--- config.mk ---
export PLATFORM = sky130hd
export DESIGN_NAME = relu_ctrl
export DESIGN_NICKNAME = d
export VERILOG_FILES = /design/src/rtl/relu_ctrl_pkg.sv /design/src/rtl/relu_ctrl_relu_arr.sv /design/src/rtl/relu_ctrl.sv
export SDC_FILE = /design/constraint.sdc
export NUM_CORES = 2
export LEC_CHECK = 0
export CAP_MARGIN = 0
export CELL_PAD_IN_SITES_DETAIL_PLACEMENT = 0
export CELL_PAD_IN_SITES_GLOBAL_PLACEMENT = 1
export CORE_AREA = 2 2 422 424
export CTS_CLUSTER_DIAMETER = 80
export CTS_CLUSTER_SIZE = 8
export DETAILED_ROUTE_END_ITERATION = 8
export DIE_AREA = 0 0 424 426
export PLACE_DENSITY_LB_ADDON = 0.1
export SLEW_MARGIN = 40
export SYNTH_ARGS = -nofsm -noshare
export SYNTH_HDL_FRONTEND = slang
export SYNTH_SLANG_ARGS = --single-unit
--- constraint.sdc ---
create_clock -name clk -period 7.1 [get_ports clk]
set_input_delay 1.42 -clock clk [delete_from_list [all_inputs] [get_ports clk]]
set_output_delay 1.42 -clock clk [all_outputs]
set_load 0.03 [all_outputs]
--- src/rtl/relu_ctrl_pkg.sv ---
// relu_ctrl shared types: FSM state encoding and FIFO depth.
// Optional feature macro used by relu_ctrl: RELU_CTRL_PERF_EN.
package relu_ctrl_pkg;

    typedef enum logic [1:0] {
        IDLE,
        RUN,
        DRAIN,
        DONE
    } relu_ctrl_state_e;

    localparam int RELU_CTRL_FIFO_DEPTH = 2;

endpackage

--- src/rtl/relu_ctrl_relu_arr.sv ---
// relu_arr: combinational per-word ReLU over one row.
// With en_i low every word passes through untouched.
module relu_arr #(
    parameter int SYS_COL    = 16,
    parameter int DATA_WIDTH = 32
) (
    input  logic                  en_i,
    input  logic [DATA_WIDTH-1:0] data_i [0:SYS_COL-1],
    output logic [DATA_WIDTH-1:0] data_o [0:SYS_COL-1]
);

    // Zero negative words when enabled, otherwise pass through.
    always_comb begin
        for (int i = 0; i < SYS_COL; i++) begin
            if (en_i && data_i[i][DATA_WIDTH-1]) begin
                data_o[i] = '0;
            end else begin
                data_o[i] = data_i[i];
            end
        end
    end

endmodule

--- src/rtl/relu_ctrl.sv ---
// relu_ctrl: layer sequencer for the activation stage, 2-entry row FIFO.
// Define RELU_CTRL_PERF_EN to add the perf_stall_cnt port and counter.
module relu_ctrl
    import relu_ctrl_pkg::*;
#(
    parameter int SYS_COL    = 16,
    parameter int DATA_WIDTH = 32,
    parameter int ADDR_WIDTH = 10
) (
    input  logic                  clk,
    input  logic                  rst_n,
    input  logic                  cfg_valid,
    output logic                  cfg_ready,
    input  logic                  cfg_relu_en,
    input  logic [ADDR_WIDTH:0]   cfg_rows,
    input  logic [ADDR_WIDTH-1:0] cfg_base,
    input  logic                  in_valid,
    output logic                  in_ready,
    input  logic [DATA_WIDTH-1:0] in_data  [0:SYS_COL-1],
    output logic                  out_valid,
    input  logic                  out_ready,
    output logic [ADDR_WIDTH-1:0] out_addr,
    output logic [DATA_WIDTH-1:0] out_data [0:SYS_COL-1],
    output logic                  busy,
    output logic                  done
`ifdef RELU_CTRL_PERF_EN
    ,
    output logic [31:0]           perf_stall_cnt
`endif
);

    localparam int PTR_W = $clog2(RELU_CTRL_FIFO_DEPTH);
    localparam logic [PTR_W-1:0]    PTR_ONE  = 1;
    localparam logic [PTR_W:0]      CNT_ONE  = 1;
    localparam logic [PTR_W:0]      CNT_FULL = RELU_CTRL_FIFO_DEPTH;
    localparam logic [ADDR_WIDTH:0] ACC_ONE  = 1;
    localparam logic [ADDR_WIDTH-1:0] EMIT_ONE = 1;

    relu_ctrl_state_e state_q, state_d;

    logic                  relu_en_q, relu_en_d;
    logic [ADDR_WIDTH:0]   rows_q, rows_d;
    logic [ADDR_WIDTH-1:0] base_q, base_d;
    logic [ADDR_WIDTH:0]   acc_q, acc_d;
    logic [ADDR_WIDTH-1:0] emit_q, emit_d;

    logic [DATA_WIDTH-1:0] mem_q [0:RELU_CTRL_FIFO_DEPTH-1][0:SYS_COL-1];
    logic [PTR_W-1:0]      wr_ptr_q, rd_ptr_q;
    logic [PTR_W:0]        cnt_q;

    logic [DATA_WIDTH-1:0] act [0:SYS_COL-1];
    logic fifo_full, fifo_empty;
    logic push, pop, cfg_fire;

    relu_arr #(
        .SYS_COL   (SYS_COL),
        .DATA_WIDTH(DATA_WIDTH)
    ) u_relu (
        .en_i  (relu_en_q),
        .data_i(in_data),
        .data_o(act)
    );

    assign fifo_full  = (cnt_q == CNT_FULL);
    assign fifo_empty = (cnt_q == '0);

    assign cfg_ready = (state_q == IDLE);
    assign busy      = (state_q != IDLE);
    assign done      = (state_q == DONE);
    assign cfg_fire  = cfg_ready && cfg_valid;

    // in_ready looks only at FIFO occupancy, never at out_ready.
    assign in_ready = (state_q == RUN) && (acc_q < rows_q) && !fifo_full;
    assign push     = in_valid && in_ready;

    assign out_valid = !fifo_empty;
    assign out_data  = mem_q[rd_ptr_q];
    assign out_addr  = base_q + emit_q;
    assign pop       = out_valid && out_ready;

    // Next-state and layer bookkeeping.
    always_comb begin
        state_d   = state_q;
        relu_en_d = relu_en_q;
        rows_d    = rows_q;
        base_d    = base_q;
        acc_d     = acc_q;
        emit_d    = emit_q;
        if (push) begin
            acc_d = acc_q + ACC_ONE;
        end
        if (pop) begin
            emit_d = emit_q + EMIT_ONE;
        end
        unique case (state_q)
            IDLE: begin
                if (cfg_valid) begin
                    relu_en_d = cfg_relu_en;
                    rows_d    = cfg_rows;
                    base_d    = cfg_base;
                    acc_d     = '0;
                    emit_d    = '0;
                    state_d   = (cfg_rows == '0) ? DONE : RUN;
                end
            end
            RUN: begin
                if (push && (acc_q + ACC_ONE == rows_q)) begin
                    state_d = DRAIN;
                end
            end
            // Leave as the last row drains so done follows the final handshake.
            DRAIN: begin
                if (fifo_empty || (cnt_q == CNT_ONE && pop)) begin
                    state_d = DONE;
                end
            end
            DONE: begin
                state_d = IDLE;
            end
        endcase
    end

    // FSM state and latched layer configuration.
    always_ff @(posedge clk or negedge rst_n) begin
        if (!rst_n) begin
            state_q   <= IDLE;
            relu_en_q <= 1'b0;
            rows_q    <= '0;
            base_q    <= '0;
            acc_q     <= '0;
            emit_q    <= '0;
        end else begin
            state_q   <= state_d;
            relu_en_q <= relu_en_d;
            rows_q    <= rows_d;
            base_q    <= base_d;
            acc_q     <= acc_d;
            emit_q    <= emit_d;
        end
    end

    // Two-entry row FIFO; simultaneous push and pop keep occupancy.
    always_ff @(posedge clk or negedge rst_n) begin
        if (!rst_n) begin
            wr_ptr_q <= '0;
            rd_ptr_q <= '0;
            cnt_q    <= '0;
            for (int e = 0; e < RELU_CTRL_FIFO_DEPTH; e++) begin
                for (int w = 0; w < SYS_COL; w++) begin
                    mem_q[e][w] <= '0;
                end
            end
        end else begin
            if (push) begin
                mem_q[wr_ptr_q] <= act;
                wr_ptr_q        <= wr_ptr_q + PTR_ONE;
            end
            if (pop) begin
                rd_ptr_q <= rd_ptr_q + PTR_ONE;
            end
            if (push && !pop) begin
                cnt_q <= cnt_q + CNT_ONE;
            end else if (pop && !push) begin
                cnt_q <= cnt_q - CNT_ONE;
            end
        end
    end

`ifdef RELU_CTRL_PERF_EN
    logic [31:0] stall_q;

    // Saturating count of cycles a row waits on the output buffer.
    always_ff @(posedge clk or negedge rst_n) begin
        if (!rst_n) begin
            stall_q <= '0;
        end else if (cfg_fire) begin
            stall_q <= '0;
        end else if (out_valid && !out_ready && stall_q != '1) begin
            stall_q <= stall_q + 32'd1;
        end
    end

    assign perf_stall_cnt = stall_q;
`else
    logic unused_cfg_fire;
    assign unused_cfg_fire = cfg_fire;
`endif

endmodule

-- Yosys cells after proc, flatten, opt, wreduce, memory -nomap -nowiden
Cells that the tools add are included.
- register bits after elaboration: 1073
- input bits: 539
- output and inout port bits: 527
- word-level logic and storage cells: 135
- add/subtract/negate cells: 7
- order comparisons: 4
- equality and inequality tests: 9
- muxes and demuxes: 35
- bitwise gates (word level): 2
- reductions and logical operators: 37
- operator list (kind ; number):
    $mux W512 ; 4
    $bwmux W1024 ; 1
    $demux W512 S1 ; 1
    $mux W32 ; 16
    $mux W11 ; 3
    $mux W10 ; 3
    $logic_and A1 B1 Y1 ; 25
    $mux W2 ; 6
    $add A11 B1 Y11 const B ; 1
    $eq A11 B11 Y1 ; 1
    $logic_not A11 Y1 ; 1
    $lt A11 B11 Y1 ; 1
    $add A10 B1 Y10 const B ; 1
    $add A10 B10 Y10 ; 1
    $pmux W2 S4 ; 1
    $eq A2 B2 Y1 const B ; 3
    $eq A2 B1 Y1 const B ; 2
    $ge A2 B2 Y1 const B ; 2
    $logic_not A1 Y1 ; 4
    $logic_not A2 Y1 ; 2
    $ne A2 B2 Y1 const B ; 2
    $not A1 Y2 ; 2
    $reduce_bool A2 Y1 ; 2
    $reduce_and A3 Y1 ; 1
    7 further kinds ; 8

-- Depth between registers and ports, before layout
- depth in word-level cells: 8
- depth in mapped cells: 14
- mapped depth without buffers: 10

-- Hierarchy
From an unflattened synthesis, not the netlist that was laid out.
- cells, all modules: 3701
- area total of the unflattened synthesis: 51911.0 um^2
- by module, submodules not included (module ; instances ; cells an instance ; area each (um^2) ; sequential area each (um^2)):
    relu_ctrl ; 1 ; 3084 ; 47166.5 ; 26850.8
    relu_arr ; 1 ; 617 ; 4744.6 ; 0.0

-- Least setup slack after synthesis
OpenSTA, ideal clock, no wires.
- path type: register -> output
- from: register emit_q[1]
- to: output port out_addr[7]
- arrival: 2.261 ns
- required time: 5.680 ns
- setup slack: 3.419 ns
- stages on the path, launching flop included: 8
- cells stage by stage: dfrtp_1 ha_1 a21o_1 a21oi_1 o21bai_1 a2111oi_0 nor2_1 xnor2_1
- cells in the longest elaborated chain, start to end: 1
- RTL lines (element ; line ; RTL):
    from (decl) ; relu_ctrl.sv:45 ; logic [ADDR_WIDTH-1:0] emit_q, emit_d;
    from (signal assigned) ; relu_ctrl.sv:138 ; emit_q <= emit_d;
    $add A10 B10 Y10 ; relu_ctrl.sv:78 ; assign out_addr = base_q + emit_q;
    to (decl) ; relu_ctrl.sv:22 ; output logic [ADDR_WIDTH-1:0] out_addr,
Every way passes these cells.

-- Final worst setup path
- from: register emit_q[1]
- to: output port out_addr[9]
The elaborated chain is that of the path after synthesis.

==> qor.yml <==
critical_path:
  crit_end: "out_addr[9]"
  crit_start: "emit_q[1]"
  crit_type: "reg -> out"
  reg2reg_slack_ns: 3.77
  cp.arrival_ns: 3.77
  rr_worst_depth: 9
  required_ns: 5.68
  r2r_start: "acc_q[6]"
  end_kind: "output pin"
  crit_fanout: 4
  r2r_end: "mem_q[589]"
  critPathLaunchType: "flip-flop"
final_layout:
  fin_nets: 6311
  area_delta_synth_final_pct: 35.61
  drive_gt1_share_pct: 13.30
global_route:
  grt-ovfl-total: 0
  grt_antenna_before_repair: 89
  grt_usage_pct: 18.87
  grt_max_degree: 179
  grt_pass1_wl_mm: 255.5
  first_global_vias: 37320
yosys:
  yosys_register_bits: 1073
  seq_area_frac_synth_pct: 56.66
  ys_top_cells_by_area: "dfrtp_1, nand2_1, mux2_2"
  ys_top_cells_by_count: "nand2_1, dfrtp_1, o21ai_0"
  postSynthAreaPerCell_sq_um: 9.868
  yosysTopAreaCell: "dfrtp_1"
  yosysWarnings: 0
  synthFlopType: "dfrtp_1"
  syn_nets: 5372
  synthCells: 4802
  synth_edf_count: 0
  yosys.area.top_type_share_pct: 56.66
  synth_most_common_cell: "nand2_1"
  syn-cell-area_sq_um: 47390
  async_flop_share_pct: 100.0
  synth.distinct_cells: 48
clock_network:
  root_buffer: "clkbuf_16"
  ctsHoldBuffers: 0
  postCtsSetupBuffers: 0
  max-clock-path-buffers: 3
  cts.clk_slew.worst_paths_ns: 0.05
  htree_levels: 4
  cts_made_buffers: 154
  cts_tree: "built"
  insertion_delay_ns: 0.78
  cts-resized-gates: 0
  cts.sinks: 1073
timing:
  fin_crit_ns: 5.185
  fin_crit_sh_pct: 73.03
  max_slew_margin_pct: 44.35
  report.final.slew_viol_count: 0
  skew_ns: 0.03391
  worst_pin_slew_ns: 0.8347
  rsz0062_at_grt: "no"
  max_freq_mhz: 192.9
  final-hold-violation-count: 0
  timing.setup.tns_ns: 0
  setup_viol: 0
  holdWs_ns: 0.4687
placement:
  port_buffers: 1065
  gp_congestion: 0.7844
  hpwlAfterDp_mm: 121.7
floorplan:
  io_pins: 1066
  die_h_um: 426
  die-area_sq_um: 180600
  rows: 154
  start_util_pct: 26.97
  die_w_um: 424
  core_sq_um: 175700
min_path:
  hp-class: "reg -> reg"
  min_path_cells: 2
  worstHoldStart: "mem_q[934]"
status:
  outcome: "completed"
power_and_ir_drop:
  cellLeakagePower_nw: 29.10
  pwr_density_cell_nw_per_um2: 561.2
  irDropWorstVdd_v: 0.0002960
detailed_routing:
  ant_nets: 0
  viasPerCell: 4.451
  drtIter0Drc: 1723
  routedWlPerCell_um: 21.25
  drtPass1Iterations: 6
  vias: 36190
  wirelength_mm: 172.8
  drc_errors: 0
job:
  cap_violations: 0
-- state kept, by name (all words and copies together), names as in the netlist --
signal,cells
rd_ptr_q,1
base_q,10
acc_q,11
mem_q,1024
emit_q,10
rows_q,11
state_q,2
cnt_q,2
relu_en_q,1
wr_ptr_q,1
-- power breakdown --
part / switching (mW) / internal [mW] / leakage, nW
combinational: 11.5 / 7.41 / 13.6
sequential: 1.40 / 8.99 / 13.5
clock: 2.74 / 3.98 / 2.04
total: 15.7 / 20.4 / 29.1
-- per-layer routing --
metal | GRT usage (%) | share of wire (%)
met1 | 22.15 | 40
met2 | 31.33 | 48
met3 | 6.538 | 7.2
met4 | 7.788 | 3.9
met5 | 0 | 0.28
-- worst min-delay path by stage --
| stage | to |
|---|---|
| after floorplan | mem_q[0] |
| after global placement | mem_q[208] |
| after detailed placement | mem_q[451] |
| after CTS | mem_q[586] |
| after global routing | mem_q[229] |
| final | mem_q[934] |
-- area by class of cell --
type / count / area (sq um)
inverter: 29 / 108.9
tap: 2340 / 2928
fill: 17960 / 111500
sequential: 1073 / 26860
clock buffer: 166 / 4058
multi-input combinational: 3355 / 18580
antenna: 29 / 72.57
clock inverter: 10 / 111.4
timing repair buffer: 1128 / 11550
-- cells in the final DEF, fill, tap and decap left out, drive strengths merged, types with 29 or more instances in the layout --
cell type         n
buf              64
clkbuf          166
clkdlybuf4s50  1064
dfrtp          1073
diode            29
ha               30
inv              31
mux2            512
nand2          1602
nor2             33
o21ai          1045
-- cells by family after synthesis --
logic type | share of synthesized area (%)
buf+inv | 4.280
simple gates | 13.65
xor+xnor | 0.7763
fa+ha+maj | 0.8344
flops | 56.66
compound gates | 11.57
mux | 12.23
-- through the flow --
step	area [sq um]	cells	worst slack (ns)	util, %	total power [mW]
2_1_floorplan	47390	4802	3.419	-	22.23
3_3_place_gp	59830	7919	2.691	34.05	29.59
3_5_place_dp	59930	7922	2.700	34.10	29.78
4_1_cts	64100	8098	1.820	36.48	36.76
5_1_grt	64240	8120	1.629	36.56	38.56
6_report	64260	8130	1.915	36.57	36.07
-- worst max-delay path, cell delays in order, from the launching register on --
cell and delay (ns):
dfrtp_1 0.40, ha_1 0.29, a21o_1 0.19, a21oi_1 0.21, o21bai_1 0.10, a2111oi_0 0.61, o31ai_1 0.15, a21oi_1 0.20
xnor2_1 0.15, clkdlybuf4s50_1 0.70
Power figures use the tool's default switching activity.
